[src/rtl/mem_bus_decoder_n_pkg.sv]
// Shared definitions for the N-target memory bus decoder: FSM states,
// error read-data and the default RAM/GPIO/UART address map.
package mem_bus_decoder_n_pkg;

   typedef enum logic [2:0] {
      ST_IDLE   = 3'd0,
      ST_ACCESS = 3'd1,
      ST_RESP   = 3'd2,
      ST_ERR    = 3'd3,
      ST_DRAIN  = 3'd4
   } bus_state_e;

   localparam logic [31:0] ERR_DATA_DEFAULT = 32'hDEAD_BEEF;

   localparam logic [31:0] RAM_BASE  = 32'h0000_0000;
   localparam logic [31:0] RAM_MASK  = 32'hFFFF_0000;
   localparam logic [31:0] GPIO_BASE = 32'h1000_0000;
   localparam logic [31:0] GPIO_MASK = 32'hFFFF_F000;
   localparam logic [31:0] UART_BASE = 32'h2000_0000;
   localparam logic [31:0] UART_MASK = 32'hFFFF_F000;

   // Target 0 sits in the lowest slice, so it is listed last.
   localparam logic [95:0] DEFAULT_BASE_ADDRS = {UART_BASE, GPIO_BASE, RAM_BASE};
   localparam logic [95:0] DEFAULT_ADDR_MASKS = {UART_MASK, GPIO_MASK, RAM_MASK};

endpackage

[src/rtl/mem_bus_addr_decode.sv]
// Combinational base/mask address match; the lowest matching target index
// wins, and hit is low when no target claims the address.
module mem_bus_addr_decode #(
   parameter int N_TARGETS = 3,
   parameter int AW = 32,
   parameter logic [N_TARGETS*AW-1:0] BASE_ADDRS = '0,
   parameter logic [N_TARGETS*AW-1:0] ADDR_MASKS = '0,
   localparam int IW = (N_TARGETS > 1) ? $clog2(N_TARGETS) : 1
)(
   input  logic [AW-1:0] addr,
   output logic [IW-1:0] index,
   output logic          hit
);

   // Scanning from the top down lets lower indices overwrite higher ones.
   always_comb begin
      index = '0;
      hit   = 1'b0;
      for (int i = N_TARGETS - 1; i >= 0; i--) begin
         if ((addr & ADDR_MASKS[i*AW +: AW]) == BASE_ADDRS[i*AW +: AW]) begin
            index = IW'(i);
            hit   = 1'b1;
         end
      end
   end

endmodule

[src/rtl/mem_bus_decoder_n.sv]
// 1-initiator / N-target bus decoder with registered decode, error response
// for unmapped addresses, ready watchdog and sticky first-error capture.
module mem_bus_decoder_n
   import mem_bus_decoder_n_pkg::*;
#(
   parameter int N_TARGETS = 3,
   parameter int AW = 32,
   parameter int DW = 32,
   parameter logic [N_TARGETS*AW-1:0] BASE_ADDRS = DEFAULT_BASE_ADDRS,
   parameter logic [N_TARGETS*AW-1:0] ADDR_MASKS = DEFAULT_ADDR_MASKS,
   parameter int TIMEOUT_CYCLES = 255,
   parameter logic [DW-1:0] ERR_DATA = ERR_DATA_DEFAULT
)(
   input  logic                   clk,
   input  logic                   rst_n,
   input  logic                   s_valid_i,
   output logic                   s_ready_o,
   input  logic [AW-1:0]          s_addr_i,
   input  logic [DW-1:0]          s_wdata_i,
   input  logic [3:0]             s_we_i,
   output logic [DW-1:0]          s_rdata_o,
   output logic                   s_err_o,
   output logic [N_TARGETS-1:0]   m_valid_o,
   input  logic [N_TARGETS-1:0]   m_ready_i,
   output logic [AW-1:0]          m_addr_o,
   output logic [DW-1:0]          m_wdata_o,
   output logic [3:0]             m_we_o,
   input  logic [N_TARGETS*DW-1:0] m_rdata_i,
   output logic                   err_irq_o,
   output logic [AW-1:0]          err_addr_o,
   input  logic                   err_clr_i
);

   localparam int IW = (N_TARGETS > 1) ? $clog2(N_TARGETS) : 1;
   localparam int CW = (TIMEOUT_CYCLES > 1) ? $clog2(TIMEOUT_CYCLES) : 1;

   bus_state_e    state_q, state_d;
   logic [IW-1:0] sel_q;
   logic [IW-1:0] dec_index;
   logic          dec_hit;
   logic [CW-1:0] cnt_q;
   logic          sel_ready;
   logic          timeout_hit;

   mem_bus_addr_decode #(
      .N_TARGETS (N_TARGETS),
      .AW        (AW),
      .BASE_ADDRS(BASE_ADDRS),
      .ADDR_MASKS(ADDR_MASKS)
   ) u_decode (
      .addr (s_addr_i),
      .index(dec_index),
      .hit  (dec_hit)
   );

   assign sel_ready = m_ready_i[sel_q];

   generate
      if (TIMEOUT_CYCLES == 0) begin : g_no_watchdog
         assign timeout_hit = 1'b0;
      end else begin : g_watchdog
         assign timeout_hit = (cnt_q == CW'(TIMEOUT_CYCLES - 1));
      end
   endgenerate

   always_ff @(posedge clk or negedge rst_n) begin
      if (!rst_n) begin
         state_q <= ST_IDLE;
      end else begin
         state_q <= state_d;
      end
   end

   // Ready from the selected target takes priority over an expiring watchdog.
   always_comb begin
      state_d   = state_q;
      m_valid_o = '0;
      s_ready_o = 1'b0;
      s_err_o   = 1'b0;
      case (state_q)
         ST_IDLE: begin
            if (s_valid_i) begin
               state_d = dec_hit ? ST_ACCESS : ST_ERR;
            end
         end
         ST_ACCESS: begin
            m_valid_o[sel_q] = 1'b1;
            if (sel_ready) begin
               state_d = ST_RESP;
            end else if (timeout_hit) begin
               state_d = ST_ERR;
            end
         end
         ST_RESP: begin
            s_ready_o = 1'b1;
            state_d   = ST_DRAIN;
         end
         ST_ERR: begin
            s_ready_o = 1'b1;
            s_err_o   = 1'b1;
            state_d   = ST_DRAIN;
         end
         ST_DRAIN: begin
            state_d = ST_IDLE;
         end
         default: begin
            state_d = ST_IDLE;
         end
      endcase
   end

   // Request latches double as the shared m_* outputs; response data is
   // loaded on the way into RESP/ERR so it holds until the next response.
   always_ff @(posedge clk or negedge rst_n) begin
      if (!rst_n) begin
         m_addr_o  <= '0;
         m_wdata_o <= '0;
         m_we_o    <= '0;
         sel_q     <= '0;
         cnt_q     <= '0;
         s_rdata_o <= '0;
      end else begin
         if (state_q == ST_IDLE && s_valid_i) begin
            m_addr_o  <= s_addr_i;
            m_wdata_o <= s_wdata_i;
            m_we_o    <= s_we_i;
            sel_q     <= dec_index;
         end
         if (state_q == ST_ACCESS) begin
            cnt_q <= cnt_q + 1'b1;
         end else begin
            cnt_q <= '0;
         end
         if (state_d == ST_RESP) begin
            s_rdata_o <= m_rdata_i[sel_q*DW +: DW];
         end else if (state_d == ST_ERR) begin
            s_rdata_o <= ERR_DATA;
         end
      end
   end

   // A capture in the same cycle as a clear wins and records the new address.
   always_ff @(posedge clk or negedge rst_n) begin
      if (!rst_n) begin
         err_irq_o  <= 1'b0;
         err_addr_o <= '0;
      end else begin
         if (state_q == ST_ERR && (!err_irq_o || err_clr_i)) begin
            err_irq_o  <= 1'b1;
            err_addr_o <= m_addr_o;
         end else if (err_clr_i) begin
            err_irq_o  <= 1'b0;
            err_addr_o <= '0;
         end
      end
   end

endmodule

[config.mk]
export PLATFORM = sky130hd
export DESIGN_NAME = mem_bus_decoder_n
export DESIGN_NICKNAME = d
export VERILOG_FILES = /design/src/rtl/mem_bus_decoder_n_pkg.sv /design/src/rtl/mem_bus_addr_decode.sv /design/src/rtl/mem_bus_decoder_n.sv
export SDC_FILE = /design/constraint.sdc
export NUM_CORES = 1
export LEC_CHECK = 0
export ABC_AREA = 1
export BUFFER_PORTS_ARGS = -buffer_cell sky130_fd_sc_hd__buf_2
export CAP_MARGIN = 30
export CORE_AREA = 2 2 121 123
export CTS_BUF_LIST = sky130_fd_sc_hd__clkbuf_16
export CTS_CLUSTER_DIAMETER = 200
export DETAILED_ROUTE_END_ITERATION = 10
export DIE_AREA = 0 0 123 125
export PLACE_DENSITY = 0.8
export SLEW_MARGIN = 20
export SYNTH_ARGS = -nofsm -noshare
export SYNTH_HDL_FRONTEND = slang
export SYNTH_HIERARCHICAL = 1
export SYNTH_SLANG_ARGS = --single-unit
[constraint.sdc]
create_clock -name clk -period 3.8 [get_ports clk]
set_input_delay 0.19 -clock clk [delete_from_list [all_inputs] [get_ports clk]]
set_output_delay 0.19 -clock clk [all_outputs]
set_load 0.02 [all_outputs]
== After elaboration in Yosys (flattened, before gate mapping) ==
Cells that the tools add are included.

* Bits of input ports: 171
* Bits in writable memories: 0
* Bits in registers: 146
* Output and inout port bits: 138
* Memories: 0
* Bits in read-only memories: 0
* Latch bits: 0
* Word-level logic and storage cells: 56

* Bitwise gates (word level): 0
* Equality and inequality tests: 8
* Divide/modulo/power cells: 0
* $mul: 0
* Order comparisons: 2
* Mux-type cells: 25
* Shift-type cells: 1
* $add $sub $neg: 1
* Reduce and logical (&&, ||, !) cells: 10

{| class="wikitable"
|+ Operators with widths
! cell !! number
|-
| $mux W32 || 4
|-
| $shiftx A96 B8 Y32 || 1
|-
| $logic_not A32 Y1 || 1
|-
| $eq A20 B17 Y1 const B || 1
|-
| $eq A20 B18 Y1 const B || 1
|-
| $eq A3 B2 Y1 const B || 4
|-
| $mux W3 || 4
|-
| $mux W1 || 9
|-
| $pmux W3 S3 || 1
|-
| $add A8 B1 Y8 const B || 1
|-
| $eq A8 B8 Y1 const B || 1
|-
| $mux W2 || 4
|-
| $mux W8 || 1
|-
| $reduce_bool A2 Y1 || 2
|-
| $eq A3 B1 Y1 const B || 1
|-
| $logic_and A1 B1 Y1 || 3
|-
| $logic_not A3 Y1 || 1
|-
| $lt A2 B3 Y1 const B || 1
|-
| $bmux W1 S2 || 1
|-
| $demux W1 S2 || 1
|-
| $ge A2 B1 Y1 const B || 1
|-
| $reduce_or A2 Y1 || 1
|-
| $logic_not A1 Y1 || 1
|-
| $logic_or A1 B1 Y1 || 1
|}

== Longest topological paths before layout ==
* Depth after elaboration: 10
* Mapped depth: 11
* Mapped depth without buffers: 10

== Modules after synthesis ==
The synthesis kept the hierarchy.

{| class="wikitable"
|+ Modules (own cells, without submodules)
! module !! cells an instance !! seq. area each (um2) !! area each (um2) !! times used
|-
| mem_bus_decoder_n || 706 || 3653.5 || 6422.4 || 1
|-
| mem_bus_addr_decode || 29 || 0.0 || 116.4 || 1
|}

== Least setup slack after synthesis ==
Ideal clock, no wire load.

* Path kind: register to register
* Start: reg state_q[1]
* End: reg err_addr_o[23]
* Period minus slack after synthesis: 1529 ps
* Data required time: 3674 ps
* Buffers on the path: 1
* Cell stages (with the launch flop): 7
* Arrival: 1403 ps
* Library setup time: 126 ps
* Slack: 2271 ps
* Cell sequence: dfrtp_1 > inv_1 > nor3_2 > nand2_2 > buf_2 > nand3_1 > o21ai_0

* Cells in the longest elaborated chain, start to end: 3
* Elaborated cells between the ends (all ways): 4
* Classes of those cells: 1 x eq/ne; 1 x mux; 2 x reduce/logical

{| class="wikitable"
|+ RTL lines
! item !! line !! text
|-
| start: declaration || mem_bus_decoder_n.sv:37 || <nowiki>bus_state_e state_q, state_d;</nowiki>
|-
| start signal: assignment || mem_bus_decoder_n.sv:70 || <nowiki>state_q <= state_d;</nowiki>
|-
| $eq A3 B2 Y1 (*) || mem_bus_decoder_n.sv:148 || <nowiki>if (state_q == ST_ERR && (!err_irq_o || err_clr_i)) begin</nowiki>
|-
| $logic_and A1 B1 Y1 (*) || mem_bus_decoder_n.sv:148 ||
|-
| $mux W32 / $reduce_bool A2 Y1 (equally long branches) || -- ||
|-
| end signal: assignment || mem_bus_decoder_n.sv:150 || <nowiki>err_addr_o <= m_addr_o;</nowiki>
|-
| end: declaration || mem_bus_decoder_n.sv:30 || <nowiki>output logic [AW-1:0] err_addr_o,</nowiki>
|}

Every way passes the cells marked *; elsewhere a longest branch is shown, timed or not.
A chain may end at the register's enable or synchronous reset.

== Final worst setup path ==
* Start: reg sel_q[0]
* End: reg s_rdata_o[26]

* Cells in the longest elaborated chain, start to end: 6
* Elaborated cells between the ends (all ways): 9
* Classes of those cells: 2 x eq/ne; 1 x shift; 5 x mux; 1 x reduce/logical

{| class="wikitable"
|+ RTL lines
! item !! line !! text
|-
| start: declaration || mem_bus_decoder_n.sv:38 || <nowiki>logic [IW-1:0] sel_q;</nowiki>
|-
| start signal: assignment || mem_bus_decoder_n.sv:127 || <nowiki>sel_q <= dec_index;</nowiki>
|-
| $bmux W1 S2 || mem_bus_decoder_n.sv:56 || <nowiki>assign sel_ready = m_ready_i[sel_q];</nowiki>
|-
| $mux W1 (not written as such) || mem_bus_decoder_n.sv:56 ||
|-
| $mux W3 || mem_bus_decoder_n.sv:88 || <nowiki>if (sel_ready) begin</nowiki>
|-
| $pmux W3 S3 || mem_bus_decoder_n.sv:80 || <nowiki>case (state_q)</nowiki>
|-
| $eq A3 B2 Y1, on equally long branches || mem_bus_decoder_n.sv:134, mem_bus_decoder_n.sv:136 ||
|-
| $mux W32 / $reduce_bool A2 Y1 (equally long branches) || -- ||
|-
| end signal: assignment || mem_bus_decoder_n.sv:135 || <nowiki>s_rdata_o <= m_rdata_i[sel_q*DW +: DW];</nowiki>
|-
| end: declaration || mem_bus_decoder_n.sv:21 || <nowiki>output logic [DW-1:0] s_rdata_o,</nowiki>
|}

Parallel ways exist; a longest one is shown, timed or not. The select of a mux whose other input is x is not followed.

==> flow_metrics.env <==
export IMPL_hold_viol_final=0
export IMPL_overflow=0
export IMPL_dieWidth_um=123
export IMPL_io_pins=309
export IMPL_hold_class="in -> reg"
export IMPL_grt_use_met3_pct=7.03
export IMPL_max_stage_delay_ps=710
export IMPL_yosys_area_top_type="dfrtp_1"
export IMPL_grt_use_met2_pct=40.6
export IMPL_grt_max_degree=98
export IMPL_busiest_layer="met2"
export IMPL_cts_buffers=17
export IMPL_clk_path_buf_depth=2
export IMPL_start_util_pct=46.0
export IMPL_wl_per_cell_um=15.1
export IMPL_synth_top_area_share_pct=55.9
export IMPL_critical_path_top_delay_family="buffers and inverters"
export IMPL_maxCapViolCount=0
export IMPL_cts_htree_levels=4
export IMPL_arrival_ps=2930
export IMPL_crit_fanout=35
export IMPL_cts_tree="done"
export IMPL_synth_area_leaders="dfrtp_1 (56%), nand2_1 (9.9%), nand3_1 (8.0%)"
export IMPL_critPathCaptureType="register"
export IMPL_ys_types=26
export IMPL_worstSkewPairLatency_ps=420
export IMPL_ir_drop_mv=0.572
export IMPL_final_cell_mix="buf_2 (307), nand2_1 (173), dfrtp_1 (146), nand3_1 (105), a21oi_1 (70)"
export IMPL_cp_slowest_cell="clkinv_1"
export IMPL_status="completed"
export IMPL_grt_pass1_wl_um=29600
export IMPL_critPathLaunchType="register"
export IMPL_slew_violations=0
export IMPL_nets=1215
export IMPL_drive_gt1_share_pct=37.4
export IMPL_setup_viol=0
export IMPL_synthCells=735
export IMPL_worstMarginPinSlew_ps=882
export IMPL_powerDensity_nw_per_um2=891
export IMPL_synth_area_per_cell_um2=8.90
export IMPL_drt_iter0_markers=412
export IMPL_rsz0062_at_grt="no"
export IMPL_area_delta_synth_final_pct=36.9
export IMPL_period_share_pct=67.7
export IMPL_post_dp_cell_area_um2=8190
export IMPL_maxSlewHeadroom_pct=40.9
export IMPL_fp_dieH_um=125
export IMPL_syn_cell_area_um2=6540
export IMPL_portBuffers=308
export IMPL_root_buffer="clkbuf_16"
export IMPL_dpl_cell_count=1192
export IMPL_drc=0
export IMPL_grt_pass1_vias=6080
export IMPL_yosysWarnings=6
export IMPL_grt_use_met1_pct=30.0
export IMPL_clk_pin_slew_worst_paths_ps=60
export IMPL_path_common_cell="nand2_1"
export IMPL_syn_nets=908
export IMPL_crit_type="reg -> reg"
export IMPL_hold_slack_ps=4.36
export IMPL_first_pass_iters=6
export IMPL_crit_buf_inv=3
export IMPL_dp_hpwl_um=13200
export IMPL_leakagePower_nw=4.81
export IMPL_min_period_ps=2570
export IMPL_num_vias=6205
export IMPL_fp_dieArea_um2=15400
export IMPL_postLayoutCoreUtil_pct=63.0
export IMPL_gp_congestion=0.858
export IMPL_viasPerCell=5.01
export IMPL_track_usage_pct=24.5
export IMPL_cp_required_ps=4160
export IMPL_core_area_um2=14200
export IMPL_synth_seq_area_share_pct=55.9
export IMPL_crit_chain="buf_4 > inv_1 > nand3_1 > nand2_1 > nand4_1 > clkinv_1 > nand2_1 > nand2_1 > nand2_1"
export IMPL_postRouteAntennaNets=0
export IMPL_tns_ps=0
export IMPL_clock_sinks=146
export IMPL_skew_ps=8.91
export IMPL_drt_total_wl_um=18700
export IMPL_antenna_found_initial=1
export IMPL_stdcell_count=1239
export IMPL_fin_area_um2=8950
export IMPL_ys_ff_latch=146
export IMPL_rows=44
export IMPL_max_freq_ghz=0.388
export IMPL_layout_commonest_cell="buf_2"
export IMPL_post_cts_resized=0
==> area by class of cell <==
| class | instances | area, µm² |
|---|---|---|
| fillers | 1251 | 5250 |
| flip-flops and latches | 146 | 3650 |
| multi-input cells | 497 | 2490 |
| repair buffers | 334 | 1810 |
| clock buffers | 17 | 425 |
| well taps | 184 | 230 |
| inverters | 46 | 173 |
| clock inverters | 14 | 168 |
| diodes | 1 | 2.50 |
==> registers in the layout, indices dropped and copies added, names as in the netlist <==
| signal | flops |
|---|---|
| err_addr_o | 32 |
| m_addr_o | 32 |
| m_wdata_o | 32 |
| s_rdata_o | 32 |
| cnt_q | 8 |
| m_we_o | 4 |
| state_q | 3 |
| sel_q | 2 |
| err_irq_o | 1 |
==> through the flow <==
step | setup slack [ps] | power (mW)
4_1_cts | 1270 | 7.99
3_5_place_dp | 1300 | 6.28
2_1_floorplan | 2270 | 5.06
5_1_grt | 927 | 8.50
6_report | 1230 | 7.98
3_3_place_gp | 1370 | 6.18
==> worst paths after layout <==
path | from | slack, ps | cells after the start | endpoint
max | sel_q[0]$_DFFE_PN0P_ | 1230 | 9 | s_rdata_o[26]$_DFFE_PN0P_
min | s_wdata_i[9] | 4 | 2 | m_wdata_o[9]$_DFFE_PN0P_
max reg2reg | sel_q[0]$_DFFE_PN0P_ | 1230 | 9 | s_rdata_o[26]$_DFFE_PN0P_
min reg2reg | s_rdata_o[17]$_DFFE_PN0P_ | 500 | 2 | s_rdata_o[17]$_DFFE_PN0P_
max in group asynchronous | rst_n | 2600 | 4 | s_rdata_o[10]$_DFFE_PN0P_
min in group asynchronous | rst_n | 170 | 2 | m_addr_o[16]$_DFFE_PN0P_
==> synth_stat cells <==
cell type / count
nand2_2: 2
mux2_2: 37
dfrtp_1: 146
ha_1: 2
nor3_1: 3
o21ai_1: 24
buf_6: 2
a21oi_1: 70
or2_1: 1
nor2_1: 61
buf_2: 35
nand2_1: 173
nand4_1: 1
inv_1: 45
nand3_1: 105
nor3_2: 1
nand3b_1: 1
o21ai_0: 11
nor3_4: 1
nor2_2: 1
nand3_2: 1
clkbuf_1: 6
nand2_4: 1
clkinv_1: 1
xor2_1: 1
buf_1: 3
==> routing by layer <==
layer / up-vias / wire length [µm]
met3: 47 / 1300
met2: 239 / 9340
li1: 3022 / -
met1: 2897 / 7450
met5: - / 0
met4: 0 / 643
==> report_power, final <==
| group | switching [mW] | internal [mW] | total, mW |
|---|---|---|---|
| sequential | 0.391 | 2.24 | 2.63 |
| clock | 0.653 | 1.03 | 1.68 |
| combinational | 2.42 | 1.25 | 3.67 |
==> kinds of logic after synthesis <==
logic type      after synthesis  synth area share (%)
xor+xnor                      1                 0.134
mux                          37                  6.37
flops                       146                  55.9
compound gates              105                  8.04
simple gates                352                  23.0
buf+inv                      92                  6.18
fa+ha+maj                     2                 0.383
==> what timing repair did <==
| action | CTS | global route |
|---|---|---|
| buffers inserted | 0 | 0 |
| hold buffers | 13 | 1 |
| endpoints found under the hold margin | 107 | 1 |
| setup endpoints to repair | 0 | 0 |
Power figures use the tool's default switching activity.
